==> src/rtl/uart_rx_ctrl_if.sv <==
// Receiver-side bundle: serial line and frame config in, word and status out.
// master drives the line and reads results; slave is the receiver.
interface uart_rx_ctrl_if #(
   parameter int DATA_WIDTH = 8,
   parameter int PRESC_W    = 6
);
   logic                  rx_in;
   logic                  PAR_EN;
   logic                  PAR_TYP;
   logic [PRESC_W-1:0]    prescale;
   logic [DATA_WIDTH-1:0] p_data;
   logic                  data_valid;
   logic                  par_err;
   logic                  stp_err;
   logic                  rx_busy;

   modport master (
      output rx_in,
      output PAR_EN,
      output PAR_TYP,
      output prescale,
      input  p_data,
      input  data_valid,
      input  par_err,
      input  stp_err,
      input  rx_busy
   );

   modport slave (
      input  rx_in,
      input  PAR_EN,
      input  PAR_TYP,
      input  prescale,
      output p_data,
      output data_valid,
      output par_err,
      output stp_err,
      output rx_busy
   );
endinterface

==> src/rtl/uart_rx_ctrl.sv <==
// UART receiver: oversampled, majority-of-3 bit decision, optional parity,
// one stop bit; reports good words or parity/stop errors as 1-cycle pulses.
module uart_rx_ctrl #(
   parameter int DATA_WIDTH = 8,
   parameter int PRESC_W    = 6
) (
   input  logic          clk,
   input  logic          rst_n,
   uart_rx_ctrl_if.slave bus
);

   localparam int BW = (DATA_WIDTH > 1) ? $clog2(DATA_WIDTH) : 1;

   typedef enum logic [2:0] {
      S_IDLE,
      S_START,
      S_DATA,
      S_PARITY,
      S_STOP
   } state_e;

   state_e                state_q;
   state_e                state_d;
   logic                  rx_meta_q;
   logic                  rx_s_q;
   logic [PRESC_W-1:0]    edge_q;
   logic [PRESC_W-1:0]    edge_d;
   logic [BW-1:0]         bit_q;
   logic [BW-1:0]         bit_d;
   logic [PRESC_W-1:0]    presc_q;
   logic [PRESC_W-1:0]    presc_d;
   logic                  par_en_q;
   logic                  par_en_d;
   logic                  par_typ_q;
   logic                  par_typ_d;
   logic                  smp0_q;
   logic                  smp0_d;
   logic                  smp1_q;
   logic                  smp1_d;
   logic [DATA_WIDTH-1:0] shift_q;
   logic [DATA_WIDTH-1:0] shift_d;
   logic                  par_bad_q;
   logic                  par_bad_d;
   logic [DATA_WIDTH-1:0] p_data_q;
   logic [DATA_WIDTH-1:0] p_data_d;
   logic                  valid_q;
   logic                  valid_d;
   logic                  par_err_q;
   logic                  par_err_d;
   logic                  stp_err_q;
   logic                  stp_err_d;

   logic                  rx_s;
   logic [PRESC_W-1:0]    half;
   logic                  at_s0;
   logic                  at_s1;
   logic                  at_dec;
   logic                  at_end;
   logic                  bit_last;
   logic                  maj;
   logic                  par_calc;

   assign rx_s     = rx_s_q;
   assign half     = presc_q >> 1;
   assign at_s0    = (edge_q == half - PRESC_W'(1));
   assign at_s1    = (edge_q == half);
   assign at_dec   = (edge_q == half + PRESC_W'(1));
   assign at_end   = (edge_q == presc_q - PRESC_W'(1));
   assign bit_last = (bit_q == BW'(DATA_WIDTH - 1));
   // third sample is the live one, so the decision is ready at half+1
   assign maj      = (smp0_q & smp1_q) | (smp0_q & rx_s) | (smp1_q & rx_s);
   assign par_calc = (^shift_q) ^ par_typ_q;

   always_ff @(posedge clk or negedge rst_n) begin
      if (!rst_n) begin
         rx_meta_q <= 1'b1;
         rx_s_q    <= 1'b1;
      end else begin
         rx_meta_q <= bus.rx_in;
         rx_s_q    <= rx_meta_q;
      end
   end

   always_ff @(posedge clk or negedge rst_n) begin
      if (!rst_n) begin
         state_q   <= S_IDLE;
         edge_q    <= '0;
         bit_q     <= '0;
         presc_q   <= '0;
         par_en_q  <= 1'b0;
         par_typ_q <= 1'b0;
         smp0_q    <= 1'b0;
         smp1_q    <= 1'b0;
         shift_q   <= '0;
         par_bad_q <= 1'b0;
      end else begin
         state_q   <= state_d;
         edge_q    <= edge_d;
         bit_q     <= bit_d;
         presc_q   <= presc_d;
         par_en_q  <= par_en_d;
         par_typ_q <= par_typ_d;
         smp0_q    <= smp0_d;
         smp1_q    <= smp1_d;
         shift_q   <= shift_d;
         par_bad_q <= par_bad_d;
      end
   end

   always_ff @(posedge clk or negedge rst_n) begin
      if (!rst_n) begin
         p_data_q  <= '0;
         valid_q   <= 1'b0;
         par_err_q <= 1'b0;
         stp_err_q <= 1'b0;
      end else begin
         p_data_q  <= p_data_d;
         valid_q   <= valid_d;
         par_err_q <= par_err_d;
         stp_err_q <= stp_err_d;
      end
   end

   always_comb begin
      state_d   = state_q;
      edge_d    = edge_q;
      bit_d     = bit_q;
      presc_d   = presc_q;
      par_en_d  = par_en_q;
      par_typ_d = par_typ_q;
      smp0_d    = smp0_q;
      smp1_d    = smp1_q;
      shift_d   = shift_q;
      par_bad_d = par_bad_q;
      p_data_d  = p_data_q;
      valid_d   = 1'b0;
      par_err_d = 1'b0;
      stp_err_d = 1'b0;

      if (state_q != S_IDLE) begin
         edge_d = at_end ? '0 : edge_q + PRESC_W'(1);
         if (at_s0) smp0_d = rx_s;
         if (at_s1) smp1_d = rx_s;
      end

      unique case (state_q)
         S_IDLE: begin
            if (!rx_s) begin
               state_d   = S_START;
               edge_d    = '0;
               bit_d     = '0;
               presc_d   = bus.prescale;
               par_en_d  = bus.PAR_EN;
               par_typ_d = bus.PAR_TYP;
               par_bad_d = 1'b0;
            end
         end
         S_START: begin
            if (at_dec && maj) begin
               state_d = S_IDLE;
               edge_d  = '0;
            end else if (at_end) begin
               state_d = S_DATA;
               bit_d   = '0;
            end
         end
         S_DATA: begin
            if (at_dec) shift_d[bit_q] = maj;
            if (at_end) begin
               if (bit_last) begin
                  state_d = par_en_q ? S_PARITY : S_STOP;
               end else begin
                  bit_d = bit_q + BW'(1);
               end
            end
         end
         S_PARITY: begin
            if (at_dec && (par_calc != maj)) par_bad_d = 1'b1;
            if (at_end) state_d = S_STOP;
         end
         S_STOP: begin
            // leave at mid-stop so a back-to-back start edge is not missed
            if (at_dec) begin
               state_d   = S_IDLE;
               edge_d    = '0;
               stp_err_d = ~maj;
               par_err_d = par_bad_q;
               if (maj && !par_bad_q) begin
                  valid_d  = 1'b1;
                  p_data_d = shift_q;
               end
            end
         end
         default: begin
            state_d = S_IDLE;
            edge_d  = '0;
         end
      endcase
   end

   assign bus.p_data     = p_data_q;
   assign bus.data_valid = valid_q;
   assign bus.par_err    = par_err_q;
   assign bus.stp_err    = stp_err_q;
   assign bus.rx_busy    = (state_q != S_IDLE);

endmodule

==> src/flat_wrapper.sv <==
// flat-port wrapper written by rule: the top's interface ports become plain ports
module uart_rx_ctrl_flat 
#(
   parameter int DATA_WIDTH = 8,
   parameter int PRESC_W    = 6
)
  (clk, rst_n, bus_rx_in, bus_PAR_EN, bus_PAR_TYP, bus_prescale, bus_p_data, bus_data_valid, bus_par_err, bus_stp_err, bus_rx_busy);
  uart_rx_ctrl_if #(.DATA_WIDTH(DATA_WIDTH), .PRESC_W(PRESC_W)) bus_i ();
  input  logic clk;
  input  logic rst_n;
  input wire logic [$bits(bus_i.rx_in)-1:0] bus_rx_in;
  input wire logic [$bits(bus_i.PAR_EN)-1:0] bus_PAR_EN;
  input wire logic [$bits(bus_i.PAR_TYP)-1:0] bus_PAR_TYP;
  input wire logic [$bits(bus_i.prescale)-1:0] bus_prescale;
  output wire logic [$bits(bus_i.p_data)-1:0] bus_p_data;
  output wire logic [$bits(bus_i.data_valid)-1:0] bus_data_valid;
  output wire logic [$bits(bus_i.par_err)-1:0] bus_par_err;
  output wire logic [$bits(bus_i.stp_err)-1:0] bus_stp_err;
  output wire logic [$bits(bus_i.rx_busy)-1:0] bus_rx_busy;
  assign bus_i.rx_in = bus_rx_in;
  assign bus_i.PAR_EN = bus_PAR_EN;
  assign bus_i.PAR_TYP = bus_PAR_TYP;
  assign bus_i.prescale = bus_prescale;
  assign bus_p_data = bus_i.p_data;
  assign bus_data_valid = bus_i.data_valid;
  assign bus_par_err = bus_i.par_err;
  assign bus_stp_err = bus_i.stp_err;
  assign bus_rx_busy = bus_i.rx_busy;
  uart_rx_ctrl #(.DATA_WIDTH(DATA_WIDTH), .PRESC_W(PRESC_W)) u_core (.clk(clk), .rst_n(rst_n), .bus(bus_i));
endmodule
==> config.mk <==
export PLATFORM = sky130hd
export DESIGN_NAME = uart_rx_ctrl_flat
export DESIGN_NICKNAME = d
export VERILOG_FILES = /design/src/rtl/uart_rx_ctrl_if.sv /design/src/rtl/uart_rx_ctrl.sv /design/src/flat_wrapper.sv
export SDC_FILE = /design/constraint.sdc
export NUM_CORES = 1
export LEC_CHECK = 0
export BUFFER_PORTS_ARGS = -buffer_cell sky130_fd_sc_hd__clkbuf_2
export CORE_MARGIN = 10
export CORE_UTILIZATION = 55
export CTS_CLUSTER_SIZE = 12
export DETAILED_ROUTE_END_ITERATION = 7
export PLACE_DENSITY = 0.76
export REMOVE_ABC_BUFFERS = 1
export SLEW_MARGIN = 20
export SYNTH_ARGS = -nofsm -noshare
export SYNTH_HDL_FRONTEND = slang
export SYNTH_SLANG_ARGS = --single-unit
==> constraint.sdc <==
create_clock -name clk -period 6.6 [get_ports clk]
set_input_delay 0.33 -clock clk [delete_from_list [all_inputs] [get_ports clk]]
set_output_delay 0.33 -clock clk [all_outputs]
set_load 0.01 [all_outputs]
Word-level counts from Yosys, hierarchy flattened
Index checks and enable logic that the tools add are counted.

word-level totals
  register bits = 44
  latch bits = 0
  bits in writable memories = 0
  ROM bits = 0
  input bits = 11
  logic and storage cells = 104
  memories = 0

cells by class
  $add $sub $neg = 5
  multipliers = 0
  div/mod/pow operators = 0
  magnitude comparators = 2
  equal/unequal tests = 20
  shift-type cells = 0
  multiplexer cells = 34
  bitwise operators = 8
  reductions and logical operators = 19

operators by type and width
  operator                                                    number
  2-to-1 mux 3 bit                                            13
  2-to-1 mux 6 bit                                            5
  case mux 6 bit (4 select lines)                             1
  == test 6 bit                                               3
  case mux 3 bit (5 select lines)                             1
  inequality test 2 x 1 -> 1 bit, second input constant       6
  AND reduction 6 bit                                         2
  2-to-1 mux 1 bit                                            10
  case mux 3 bit (3 select lines)                             1
  bitwise mux 8 bit                                           1
  AND reduction 2 bit                                         4
  parity 8 bit                                                1
  adder 5 x 1 -> 6 bit, second input constant                 1
  adder 6 x 1 -> 6 bit, second input constant                 1
  == test 3 x 2 -> 1 bit, second input constant               2
  == test 3 bit, second input constant                        2
  == test 6 x 5 -> 1 bit                                      1
  inequality test 2 bit, second input constant                3
  AND reduction 3 bit                                         2
  nonzero test 3 bit                                          2
  subtractor 5 x 1 -> 6 bit, second input constant            1
  subtractor 6 x 1 -> 6 bit, second input constant            1
  logical AND 1 bit                                           4
  less-than comparator 3 x 4 -> 1 bit, second input constant  1
  other kinds (15)                                            19

Depth between registers and ports, before layout
  depth in word-level cells = 7
  mapped depth = 10

Worst setup path before layout
No wires, ideal clock.

  kind = register to register
  start = reg u_core.presc_q[2]
  end = reg u_core.shift_q[2]
  library setup time = 0.125 ns
  arrival time = 2.510 ns
  path slack = 3.965 ns
  cell stages (with the launch flop) = 10
  path buffers = 1
  clock period less this slack = 2.635 ns
  cell sequence = dfrtp_1 > clkbuf_1 > inv_1 > ha_1 > xor2_1 > nor2b_1 > nand4_1 > nor4_2 > nor4bb_1 > mux2_2

between the ends
  cells in the longest elaborated chain, start to end = 3

ends and longest elaborated chain
  item                                  RTL line             RTL
  from (decl)                           uart_rx_ctrl.sv:30   logic [PRESC_W-1:0] presc_q;
  from (signal assigned)                uart_rx_ctrl.sv:100  presc_q <= presc_d;
  adder 5 x 1 -> 6 bit                  uart_rx_ctrl.sv:67   assign at_dec = (edge_q == half + PRESC_W'(1));
  == test 6 bit                         uart_rx_ctrl.sv:67
  AND reduction 2 bit (no source line)  -
  to (signal assigned)                  uart_rx_ctrl.sv:105  shift_q <= shift_d;
  to (decl)                             uart_rx_ctrl.sv:40   logic [DATA_WIDTH-1:0] shift_q;

Every way passes these cells.
A chain may end at the register's enable or synchronous reset.

Worst setup path after layout
Same ends and word-level chain as after synthesis.

==> impl_results.md <==
* Status: finished clean
* Peak Freq at between 0.3 and 0.4 GHz
* Initial antenna violation count at 0
* Hpwl dp at between 3 and 4 mm
* Fin nets at about 280
* Yosys warns at 0
* # diodes at 0
* TritonCTS clock tree: done
* Largest net degree at the start of global routing at 45
* IO Count at 23
* CTS sink count at 44
* Placed instance area at about 2600 µm²
* P_leak at approximately 1.2 nW
* Clock transition at path regs at ~80 ps
* Row cnt at 24
* Gr usage total at between 10% and 20%
* Total CTS buffers at 5
* Seq/Total Area, Yosys at between 40% and 50%
* Worst Path Max Fanout at 8
* Fin. max-slew vios at 0
* Async SR Flop Fraction at between 90% and 100%
* Area Overhead vs Synth at 7.35%
* Chip height at 87.9 µm
* H-tree Lvls at 2
* P_sw at roughly 470 µW
* Ranking of synthesized cells by area: dfrtp_1, mux2_2, xor2_1
* First-pass detailed-route iteration total at 4
* Initial drt markers at ~160
* Area leader, netlist: dfrtp_1
* Post-synth EDFFs at 0
* Final Core Density at approximately three fifths
* Global route overflow at 0
* Worst Setup Path Type: reg -> reg
* Clock period minus worst slack at approximately 3000 ps
* Yosys top cell area share at between 40% and 50%
* Synth Register Bits at 44
* Highest Signal Layer: met4
* Clock network fraction of design power at approximately 15%
* Power Internal at about 600 µW
* Worst skew pair latency at roughly 300 ps
* Count of different cell masters after synthesis at 47
* DRT Wirelength at 4.82 mm
* Crit path max-delay cell type: nor4_2
* Routed Antenna Nets at 0
* Drc violations at 0
* Core Footprint at 4410 µm²
* TNS Setup at 0 ps
* Final instance area at approximately 2700 µm²
* Fin crit share at ~44%
* CP Data Arrival Time at 3120 ps
* Routed length per instance at approximately 15 µm
* I/O Buffers at 22
* Most frequent cell after synthesis: dfrtp_1
* Gate Count Post-Synth at 250
* Vias in the first global route at around 1,800
* Chip width at slightly below 90 µm
* Initial Utilization at 57.5%
* Unrepaired setup endpoints after global routing: false
* PD cells at about 390 nW/µm²
* Share of power burned in registers at about two fifths
* Worst Max-Slew Pin Slew at just under 1000 ps
* Crit. End Element: register
* Final setup fails at 0
* Cells along the critical path: inv_1, ha_1, xor2_1, nor2b_1, nand4_1, nor4_2, nor4bb_1, mux2_2
* Syn Area/Cell at just over 10 µm²
* Via Count at ~1,800
* Met1 Wirelength at roughly 2.3 mm
* Slew HR at 33.3%
* Sw Share at between 40 and 50%
* Vias/cell at about 5.8
* Critical Path RT at ~7000 ps
* First-pass GRT wire length at roughly 8.3 mm
* Mapped Area at between 2000 and 3000 µm²
* Combinational share of power at 44.6%
* Number of setup buffers added after CTS at 0
* CP startpoint kind: register
* Top FF cell, synth: dfrtp_1
* Cts repair resizes at 0
* Hold Crit Class: in -> reg
* Worst clock skew at 10.2 ps
* GPL Wtd Cong at a little over 0.9
* Share of layout cells above drive strength 1 at between 20% and 30%
* Root buf cell: clkbuf_8
* Final Hold Viols at 0
* Max Cap Viol at 0
* Die area at a little under 8000 µm²
* Met2 wire length at approximately 2.2 mm
* Met3 routed WL at ~260 µm
* VDD IR max at ~0.22 mV
* Top cells by count, synth: dfrtp_1, nand2_1, mux2_2
* Max Root-Sink Buffers at 2
* Max incr delay on CP at about 640 ps
* Hold Buf Count CTS at 0
==> path summary, 6_finish.rpt <==
kind | from | depth (start not counted) | slack [ps] | end
hold / removal | bus_rx_in | 1 | 110 | u_core.rx_meta_q$_DFF_PN1_
setup / recovery | u_core.presc_q[2]$_DFFE_PN0P_ | 8 | 3680 | u_core.shift_q[2]$_DFFE_PN0P_
hold reg to reg | u_core.rx_meta_q$_DFF_PN1_ | 0 | 360 | u_core.rx_s$_DFF_PN1_
max in group asynchronous | rst_n | 1 | 5840 | u_core.state_q[0]$_DFFE_PN0P_
min in group asynchronous | rst_n | 1 | 170 | u_core.presc_q[3]$_DFFE_PN0P_
setup reg to reg | u_core.presc_q[2]$_DFFE_PN0P_ | 8 | 3680 | u_core.shift_q[2]$_DFFE_PN0P_
==> critical path, delay by kind of cell, from the launching register on <==
kind | cells | cell delay [ps]
buffers and inverters | 1 | 130
XOR/XNOR | 1 | 170
multiplexers | 1 | 370
AND/OR/NAND/NOR | 4 | 1360
adder cells (fa/ha/maj) | 1 | 300
flip-flops | 1 | 470
==> layer usage <==
metal / GRT usage (%) / up-vias
li1: - / 916
met1: 18.2 / 877
met2: 19.6 / 42
met3: 4.46 / 4
met4: 4.78 / 0
met5: 0 / -
==> kinds of logic (layout without fill, tap and decap cells) <==
kind of cell    after synthesis  in the layout  synth area share, %
compound gates               38             38                 10.5
fa+ha+maj                     8              8                 3.85
flops                        44             44                 43.5
xor+xnor                     31             31                 10.7
buf+inv                      27             41                 4.54
mux                          21             21                 9.32
simple gates                 81             81                 17.6
==> metrics by stage <==
step           cells  power, mW  hold slack [ps]  setup WS (ps)
2_1_floorplan    234      0.790             34.4           4070
3_3_place_gp     308      0.894              346           3750
3_5_place_dp     308      0.908              352           3690
4_1_cts          316       1.07              101           3680
5_1_grt          316       1.16             96.8           3420
6_report         316       1.07              107           3680
==> layout by cell type (no fill, tap or decap), types with 2 or more instances in the layout <==
cell type and instances:
o32ai_1 2, nor3_1 10, and3_1 2, xor2_1 16
ha_1 7, a32oi_1 4, nor4_1 5, xnor2_1 15
mux2_2 21, a21oi_1 3, or3_1 2, nand4_1 7
nand2b_1 2, o22ai_1 2, clkbuf_8 5, clkbuf_2 21
a31oi_1 3, nor2_1 11, inv_1 11, dfstp_2 2
dfrtp_1 42, nand3_1 6, o21ai_0 15, nand2_1 22
nand4b_1 3
==> final cells by class <==
type                       instances  area (µm²)
inverter                          11        41.3
sequential                        44        1100
clock inverter                     2        12.5
tap                               52        65.1
clock buffer                       6        72.6
timing repair buffer              22         110
multi-input combinational        179        1320
fill                             372        1690
==> flip-flops by register name, indices dropped and copies added, names as in the netlist <==
name                   flops
u_core.par_bad_q           1
u_core.edge_q              6
u_core.bus.p_data          8
u_core.bus.data_valid      1
u_core.smp1_q              1
u_core.rx_s                1
u_core.bus.stp_err         1
u_core.bit_q               3
u_core.state_q             3
u_core.smp0_q              1
u_core.shift_q             8
u_core.par_typ_q           1
u_core.rx_meta_q           1
u_core.presc_q             6
u_core.bus.par_err         1
u_core.par_en_q            1
==> power by group through the flow <==
stage	sequential (mW)	clock [mW]	combinational [mW]
floorplan	0.403	0	0.387
global placement	0.430	0	0.464
detailed placement	0.431	0	0.477
CTS	0.427	0.168	0.476
global route	0.443	0.177	0.538
finish	0.428	0.163	0.476
No activity file was read; power rests on OpenSTA's default activity.
